`src/rtl/svm_stage1_engine_pkg.sv`:
```
// svm_pkg: shared FSM encodings and width helpers for the stage-1 SVM engine
package svm_pkg;
  typedef logic [1:0] state_t;
  localparam state_t IDLE   = 2'd0;
  localparam state_t LOAD   = 2'd1;
  localparam state_t REDUCE = 2'd2;
  localparam state_t FINAL  = 2'd3;
  function automatic int dot_w(int xlen_pixel, int num_pixels);
    return 2 * xlen_pixel + $clog2(num_pixels);
  endfunction
  function automatic int score_w(int xlen_pixel, int num_pixels, int xlen_coef, int num_sv);
    return dot_w(xlen_pixel, num_pixels) + xlen_coef + $clog2(num_sv) + 2;
  endfunction
  function automatic int lane_lo(int lane, int w);
    return lane * w;
  endfunction
endpackage

```
`src/rtl/svm_stage1_engine_if.sv`:
```
// svm_stage1_engine_if: control, pixel stream and result bus of the stage-1 engine
interface svm_stage1_engine_if #(
  parameter int XLEN_PIXEL    = 8,
  parameter int NUM_OF_PIXELS = 4,
  parameter int NUM_LANES     = 10,
  parameter int NUM_OF_SV     = 100,
  parameter int XLEN_COEF     = 16
);
  localparam int SCORE_W = svm_pkg::score_w(XLEN_PIXEL, NUM_OF_PIXELS, XLEN_COEF, NUM_OF_SV);
  logic en;
  logic start;
  logic busy;
  logic pix_valid;
  logic pix_ready;
  logic [XLEN_PIXEL-1:0] x_test;
  logic [NUM_LANES*XLEN_PIXEL-1:0] x_sv;
  logic [NUM_LANES*XLEN_COEF-1:0] coef;
  logic signed [XLEN_COEF-1:0] bias;
  logic signed [SCORE_W-1:0] score;
  logic y_class;
  logic done;
  modport master (
    output en, start, pix_valid, x_test, x_sv, coef, bias,
    input  busy, pix_ready, score, y_class, done
  );
  modport slave (
    input  en, start, pix_valid, x_test, x_sv, coef, bias,
    output busy, pix_ready, score, y_class, done
  );
endinterface

```
`src/rtl/svm_stage1_engine_mac_lane.sv`:
```
// mac_lane: unsigned pixel dot-product accumulator for one support vector
module mac_lane #(
  parameter int XLEN_PIXEL = 8,
  parameter int DOT_W      = 18
) (
  input  logic                  clk,
  input  logic                  rst,
  input  logic                  en,
  input  logic                  clr,
  input  logic                  acc_en,
  input  logic [XLEN_PIXEL-1:0] a,
  input  logic [XLEN_PIXEL-1:0] b,
  output logic [DOT_W-1:0]      dot
);
  always_ff @(posedge clk or posedge rst)
    if (rst) dot <= '0;
    else if (en) dot <= clr ? '0 : acc_en ? dot + DOT_W'(a) * DOT_W'(b) : dot;
endmodule

```
`src/rtl/svm_stage1_engine.sv`:
```
// svm_stage1_engine: parallel MAC lanes, serial signed coefficient reduction and sign decision
module svm_stage1_engine
  import svm_pkg::*;
#(
  parameter int XLEN_PIXEL    = 8,
  parameter int NUM_OF_PIXELS = 4,
  parameter int NUM_LANES     = 10,
  parameter int NUM_OF_SV     = 100,
  parameter int XLEN_COEF     = 16
) (
  input logic clk,
  input logic rst,
  svm_stage1_engine_if.slave bus
);
  localparam int DOT_W     = dot_w(XLEN_PIXEL, NUM_OF_PIXELS);
  localparam int SCORE_W   = score_w(XLEN_PIXEL, NUM_OF_PIXELS, XLEN_COEF, NUM_OF_SV);
  localparam int NUM_BATCH = NUM_OF_SV / NUM_LANES;
  localparam int PW        = $clog2(NUM_OF_PIXELS);
  localparam int LW        = NUM_LANES > 1 ? $clog2(NUM_LANES) : 1;
  localparam int BW        = NUM_BATCH > 1 ? $clog2(NUM_BATCH) : 1;
  if (NUM_OF_SV % NUM_LANES != 0) begin : g_bad_sv
    $error("NUM_OF_SV must be a multiple of NUM_LANES");
  end
  if (NUM_OF_PIXELS < 2) begin : g_bad_pix
    $error("NUM_OF_PIXELS must be at least 2");
  end
  state_t state;
  logic [PW-1:0] pix_cnt;
  logic [LW-1:0] lane_cnt;
  logic [BW-1:0] batch_cnt;
  logic signed [XLEN_COEF-1:0] coef_r [NUM_LANES];
  logic [DOT_W-1:0] dot [NUM_LANES];
  logic signed [SCORE_W-1:0] acc, prod, fin, score;
  logic y_class, done, beat, last_pix, last_lane, last_batch, clr;
  assign beat       = state == LOAD && bus.pix_valid;
  assign last_pix   = pix_cnt == PW'(NUM_OF_PIXELS - 1);
  assign last_lane  = lane_cnt == LW'(NUM_LANES - 1);
  assign last_batch = batch_cnt == BW'(NUM_BATCH - 1);
  assign clr        = state == IDLE || (state == REDUCE && last_lane && !last_batch);
  // one shared multiplier walks the lanes: signed coef times zero-extended dot
  assign prod = $signed({{(SCORE_W-XLEN_COEF){coef_r[lane_cnt][XLEN_COEF-1]}}, coef_r[lane_cnt]})
              * $signed({{(SCORE_W-DOT_W){1'b0}}, dot[lane_cnt]});
  assign fin  = acc + $signed({{(SCORE_W-XLEN_COEF){bus.bias[XLEN_COEF-1]}}, bus.bias});
  for (genvar l = 0; l < NUM_LANES; l++) begin : g_lane
    mac_lane #(.XLEN_PIXEL(XLEN_PIXEL), .DOT_W(DOT_W)) u_lane (
      .clk(clk), .rst(rst), .en(bus.en), .clr(clr), .acc_en(beat),
      .a(bus.x_test), .b(bus.x_sv[lane_lo(l, XLEN_PIXEL) +: XLEN_PIXEL]), .dot(dot[l])
    );
  end
  always_ff @(posedge clk or posedge rst)
    if (rst) begin
      state     <= IDLE;
      pix_cnt   <= '0;
      lane_cnt  <= '0;
      batch_cnt <= '0;
      acc       <= '0;
      score     <= '0;
      y_class   <= 1'b0;
      done      <= 1'b0;
      for (int i = 0; i < NUM_LANES; i++) coef_r[i] <= '0;
    end else if (bus.en) begin
      done <= state == FINAL;
      case (state)
        IDLE: begin
          acc       <= '0;
          pix_cnt   <= '0;
          lane_cnt  <= '0;
          batch_cnt <= '0;
          if (bus.start) state <= LOAD;
        end
        LOAD: if (bus.pix_valid) begin
          pix_cnt <= last_pix ? '0 : pix_cnt + 1'b1;
          if (last_pix) begin
            for (int i = 0; i < NUM_LANES; i++) coef_r[i] <= bus.coef[i*XLEN_COEF +: XLEN_COEF];
            state <= REDUCE;
          end
        end
        REDUCE: begin
          acc      <= acc + prod;
          lane_cnt <= last_lane ? '0 : lane_cnt + 1'b1;
          if (last_lane) begin
            state     <= last_batch ? FINAL : LOAD;
            batch_cnt <= last_batch ? batch_cnt : batch_cnt + 1'b1;
          end
        end
        default: begin
          score   <= fin;
          y_class <= ~fin[SCORE_W-1];
          state   <= IDLE;
        end
      endcase
    end
  assign bus.busy      = state != IDLE;
  assign bus.pix_ready = state == LOAD;
  assign bus.score     = score;
  assign bus.y_class   = y_class;
  assign bus.done      = done;
endmodule

```
`src/flat_wrapper.sv`:
```
// flat-port wrapper written by rule: the top's interface ports become plain ports
module svm_stage1_engine_flat import svm_pkg::*;
#(
  parameter int XLEN_PIXEL    = 8,
  parameter int NUM_OF_PIXELS = 4,
  parameter int NUM_LANES     = 10,
  parameter int NUM_OF_SV     = 100,
  parameter int XLEN_COEF     = 16
)
  (clk, rst, bus_en, bus_start, bus_pix_valid, bus_x_test, bus_x_sv, bus_coef, bus_bias, bus_busy, bus_pix_ready, bus_score, bus_y_class, bus_done);
  svm_stage1_engine_if #(.XLEN_PIXEL(XLEN_PIXEL), .NUM_OF_PIXELS(NUM_OF_PIXELS), .NUM_LANES(NUM_LANES), .NUM_OF_SV(NUM_OF_SV), .XLEN_COEF(XLEN_COEF)) bus_i ();
  input logic clk;
  input logic rst;
  input wire logic [$bits(bus_i.en)-1:0] bus_en;
  input wire logic [$bits(bus_i.start)-1:0] bus_start;
  input wire logic [$bits(bus_i.pix_valid)-1:0] bus_pix_valid;
  input wire logic [$bits(bus_i.x_test)-1:0] bus_x_test;
  input wire logic [$bits(bus_i.x_sv)-1:0] bus_x_sv;
  input wire logic [$bits(bus_i.coef)-1:0] bus_coef;
  input wire logic [$bits(bus_i.bias)-1:0] bus_bias;
  output wire logic [$bits(bus_i.busy)-1:0] bus_busy;
  output wire logic [$bits(bus_i.pix_ready)-1:0] bus_pix_ready;
  output wire logic [$bits(bus_i.score)-1:0] bus_score;
  output wire logic [$bits(bus_i.y_class)-1:0] bus_y_class;
  output wire logic [$bits(bus_i.done)-1:0] bus_done;
  assign bus_i.en = bus_en;
  assign bus_i.start = bus_start;
  assign bus_i.pix_valid = bus_pix_valid;
  assign bus_i.x_test = bus_x_test;
  assign bus_i.x_sv = bus_x_sv;
  assign bus_i.coef = bus_coef;
  assign bus_i.bias = bus_bias;
  assign bus_busy = bus_i.busy;
  assign bus_pix_ready = bus_i.pix_ready;
  assign bus_score = bus_i.score;
  assign bus_y_class = bus_i.y_class;
  assign bus_done = bus_i.done;
  svm_stage1_engine #(.XLEN_PIXEL(XLEN_PIXEL), .NUM_OF_PIXELS(NUM_OF_PIXELS), .NUM_LANES(NUM_LANES), .NUM_OF_SV(NUM_OF_SV), .XLEN_COEF(XLEN_COEF)) u_core (.clk(clk), .rst(rst), .bus(bus_i));
endmodule
```
`config.mk`:
```
export PLATFORM = sky130hd
export DESIGN_NAME = svm_stage1_engine_flat
export DESIGN_NICKNAME = d
export VERILOG_FILES = /design/src/rtl/svm_stage1_engine_pkg.sv /design/src/rtl/svm_stage1_engine_if.sv /design/src/rtl/svm_stage1_engine_mac_lane.sv /design/src/rtl/svm_stage1_engine.sv /design/src/flat_wrapper.sv
export SDC_FILE = /design/constraint.sdc
export NUM_CORES = 2
export LEC_CHECK = 0
export ABC_AREA = 1
export CORE_ASPECT_RATIO = 1.4
export CORE_MARGIN = 10
export CORE_UTILIZATION = 55
export CTS_CLUSTER_DIAMETER = 120
export CTS_CLUSTER_SIZE = 8
export DETAILED_ROUTE_END_ITERATION = 10
export PLACE_DENSITY = 0.8
export SLEW_MARGIN = 20
export SYNTH_ARGS = -nofsm -noshare
export SYNTH_HDL_FRONTEND = slang
export SYNTH_HIERARCHICAL = 1
export SYNTH_SLANG_ARGS = --single-unit
```
`constraint.sdc`:
```
create_clock -name clk -period 19.6 [get_ports clk]
set_input_delay 3.92 -clock clk [delete_from_list [all_inputs] [get_ports clk]]
set_output_delay 3.92 -clock clk [all_outputs]
set_load 0.02 [all_outputs]
```
==> out/metrics.csv <==
stage,metric,value,unit
status,status,"finished, final reports clean",
min_path,hold_path_class,reg2reg,
worst_setup_path,worstSetupPathType,reg2reg,
routing,routed_wl,206,mm
timing,setup_viol,0,
final_layout,most-common-layout-cells,"2598 x nand2_1, 2503 x inv_1, 758 x fa_1",
clock_tree,cts_inserted_buffers,61,
yosys,synth_top_area_share,23.2,%
timing,clock_skew,0.0422,ns
clock_tree,cts_hold_repair.buffers,0,
worst_setup_path,cp_data_arrival_time,9.56,ns
clock_tree,cts_tree,built,
worst_setup_path,crit_path_max_incr_delay,0.68,ns
timing,fin_crit,9.00,ns
worst_setup_path,critPathMaxFanout,58,
timing,relSlewSlack,27.5,%
final_layout,area_delta_synth_final,8.44,%
global_routing,grt_usage,30.6,%
floorplanning,num_rows,149,
clock_tree,cts_buffer_depth,3,
clock_tree,cts_resized,0,
routing,detail-route-antenna-nets,0,
routing,via_per_inst,5.36,
floorplanning,dieArea,0.133,mm^2
routing,wl_per_cell,19.1,um
routing,vias,57900,
floorplanning,io_pins,316,
clock_tree,clock_sinks,440,
timing,tns,0,ns
clock_tree,clk_pin_slew,0.07,ns
clock_tree,clockRootBuffer,clkbuf_16,
global_routing,antenna_found_initial,9,
clock_tree,insertion_delay,0.70,ns
placement,place_hpwl,166,mm
placement,port_buffers,315,
final_layout,fin_nets,10800,
worst_setup_path,path_buf_inv,8,
global_routing,grt_overflow_total,0,
worst_setup_path,end_kind,flop,
placement,gp_congestion,1.01,
yosys,syn-num-nets,10700,
worst_setup_path,path_common_cell,nand2_1,
yosys,ys_seq_elements,440,
flow_run,cap_violations,0,
global_routing,grt_max_degree,126,
worst_setup_path,crit_family,adder cells,
clock_tree,cts_max_level,2,
worst_setup_path,crit_slowest_cell,dfrtp_4,
floorplanning,die_h,428,um
global_routing,grt_pass1_vias,60700,
yosys,postSynthAreaPerCell,7.19,um^2
final_layout,final_common_cell,nand2_1,
worst_setup_path,crit_required,20.16,ns
floorplanning,core-area,0.118,mm^2
routing,first_iter_violations,4175,
floorplanning,start_util,55.4,%
routing,drc,0,
final_layout,fillCellCount,10600,
final_layout,fin_util,60.1,%
timing,clock.fmax,0.111,GHz
timing,rsz0062_at_grt,false,
yosys,syn_inst,9095,
floorplanning,die_w,311,um
yosys,syn-cell-area,0.0654,mm^2
timing,post-route-period-util,45.9,%
yosys,ys_types,49,
clock_tree,post_cts_buffers,0,
timing,drv_slew,0,
yosys,synthTopCellsByArea,"fa_1 23%, dfrtp_1 17%, nand2_1 15%, inv_1 14%, ha_1 11%",
final_layout,drive_gt1_share,4.84,%
timing,worst_pin_slew,1.08,ns
yosys,yosys_warnings,6,
global_routing,grt_pass1_wl,324,mm
routing,first_pass_iters,7,
timing,hold_violations,0,
worst_setup_path,startpoint_type,flop,
yosys,ys_seq_area_share,16.8,%
yosys,yosysTopAreaCell,fa_1,
==> Yosys cell counts (all sizes together) <==
| cell | n |
|---|---|
| and3 | 1 |
| nand3 | 344 |
| o21a | 2 |
| a22o | 15 |
| o22ai | 35 |
| dfrtp | 440 |
| nand2 | 2635 |
| a21oi | 189 |
| o211ai | 18 |
| inv | 2544 |
| o221ai | 50 |
| nand3b | 38 |
| mux2i | 28 |
| ha | 592 |
| mux2 | 138 |
| nor2 | 465 |
| o21ai | 351 |
| xnor2 | 16 |
| nand4 | 43 |
| buf | 129 |
| or2 | 14 |
| o32ai | 1 |
| a21o | 5 |
| o31ai | 1 |
| a211oi | 1 |
| fa | 758 |
| o21bai | 10 |
| xor2 | 22 |
| clkbuf | 183 |
| nor3b | 2 |
| nor3 | 17 |
| clkinv | 8 |
==> through the flow <==
step | worst slack (ns) | hold WS (ns) | instances | area [um^2]
2_1_floorplan | 8.52 | 0.465 | 9095 | 65400
3_3_place_gp | 10.86 | 0.462 | 10700 | 69300
3_5_place_dp | 10.80 | 0.468 | 10700 | 69300
4_1_cts | 10.80 | 0.482 | 10800 | 70900
5_1_grt | 10.13 | 0.508 | 10800 | 70900
6_report | 10.60 | 0.481 | 10800 | 70900
==> flip-flops by register name (all words and copies together), names as in the netlist <==
name / count
u_core/acc: 43
u_core/bus.score: 43
u_core/batch_cnt: 4
u_core/pix_cnt: 2
u_core/state: 2
u_core/g_lane.u_lane/dot: 180
u_core/bus.y_class: 1
u_core/bus.done: 1
u_core/coef_r: 160
u_core/lane_cnt: 4
==> worst min-delay path: cells and delay by family (launching register included) <==
family | cells | cell delay [ns]
flip-flops | 1 | 0.34
AND/OR/NAND/NOR | 2 | 0.11
==> final cells by class <==
cell class / count / area (um^2) / area share [%]
Inverter: 2552 / 9590 / 13.5
Tap cell: 1585 / 1980 / 2.80
Clock buffer: 64 / 1550 / 2.18
Sequential cell: 440 / 11000 / 15.5
Antenna cell: 2 / 5.00 / 0.00705
Clock inverter: 4 / 67.6 / 0.0952
Timing Repair Buffer: 357 / 3450 / 4.86
Multi-Input combinational cell: 5791 / 43300 / 61.0
==> cell families after synthesis <==
family | synth area share (%)
muxes | 2.80
DFF | 16.8
and+or+nand+nor | 22.0
buffers and inverters | 17.0
adders and majority gates | 34.5
xor gates and xnor gates | 0.509
AOI/OAI and AO/OA | 6.25
==> metal layers <==
layer,routed length (um),global-route usage (%),vias up
li1,-,-,26900
met1,73400,33.3,27800
met4,17500,21.9,14
met3,15800,6.08,803
met5,90,0,-
met2,99700,52.9,2323
==> worst paths after layout <==
check,to,depth (start not counted),slack (ns),from
worst min register to register,u_core/bus.score[41],2,0.48,u_core/bus.score[41]
worst max-delay path,u_core/acc[33],29,10.60,u_core/lane_cnt[0]
worst min-delay path,u_core/bus.score[41],2,0.48,u_core/bus.score[41]
min in group asynchronous,u_core/g_lane[5].u_lane/dot[14],3,3.95,rst
worst max register to register,u_core/acc[33],29,10.60,u_core/lane_cnt[0]
max in group asynchronous,u_core/coef_r[131],4,13.94,rst
Power is not shown: default switching activity piles up to over one toggle a cycle in this logic, so the estimate is an artifact.
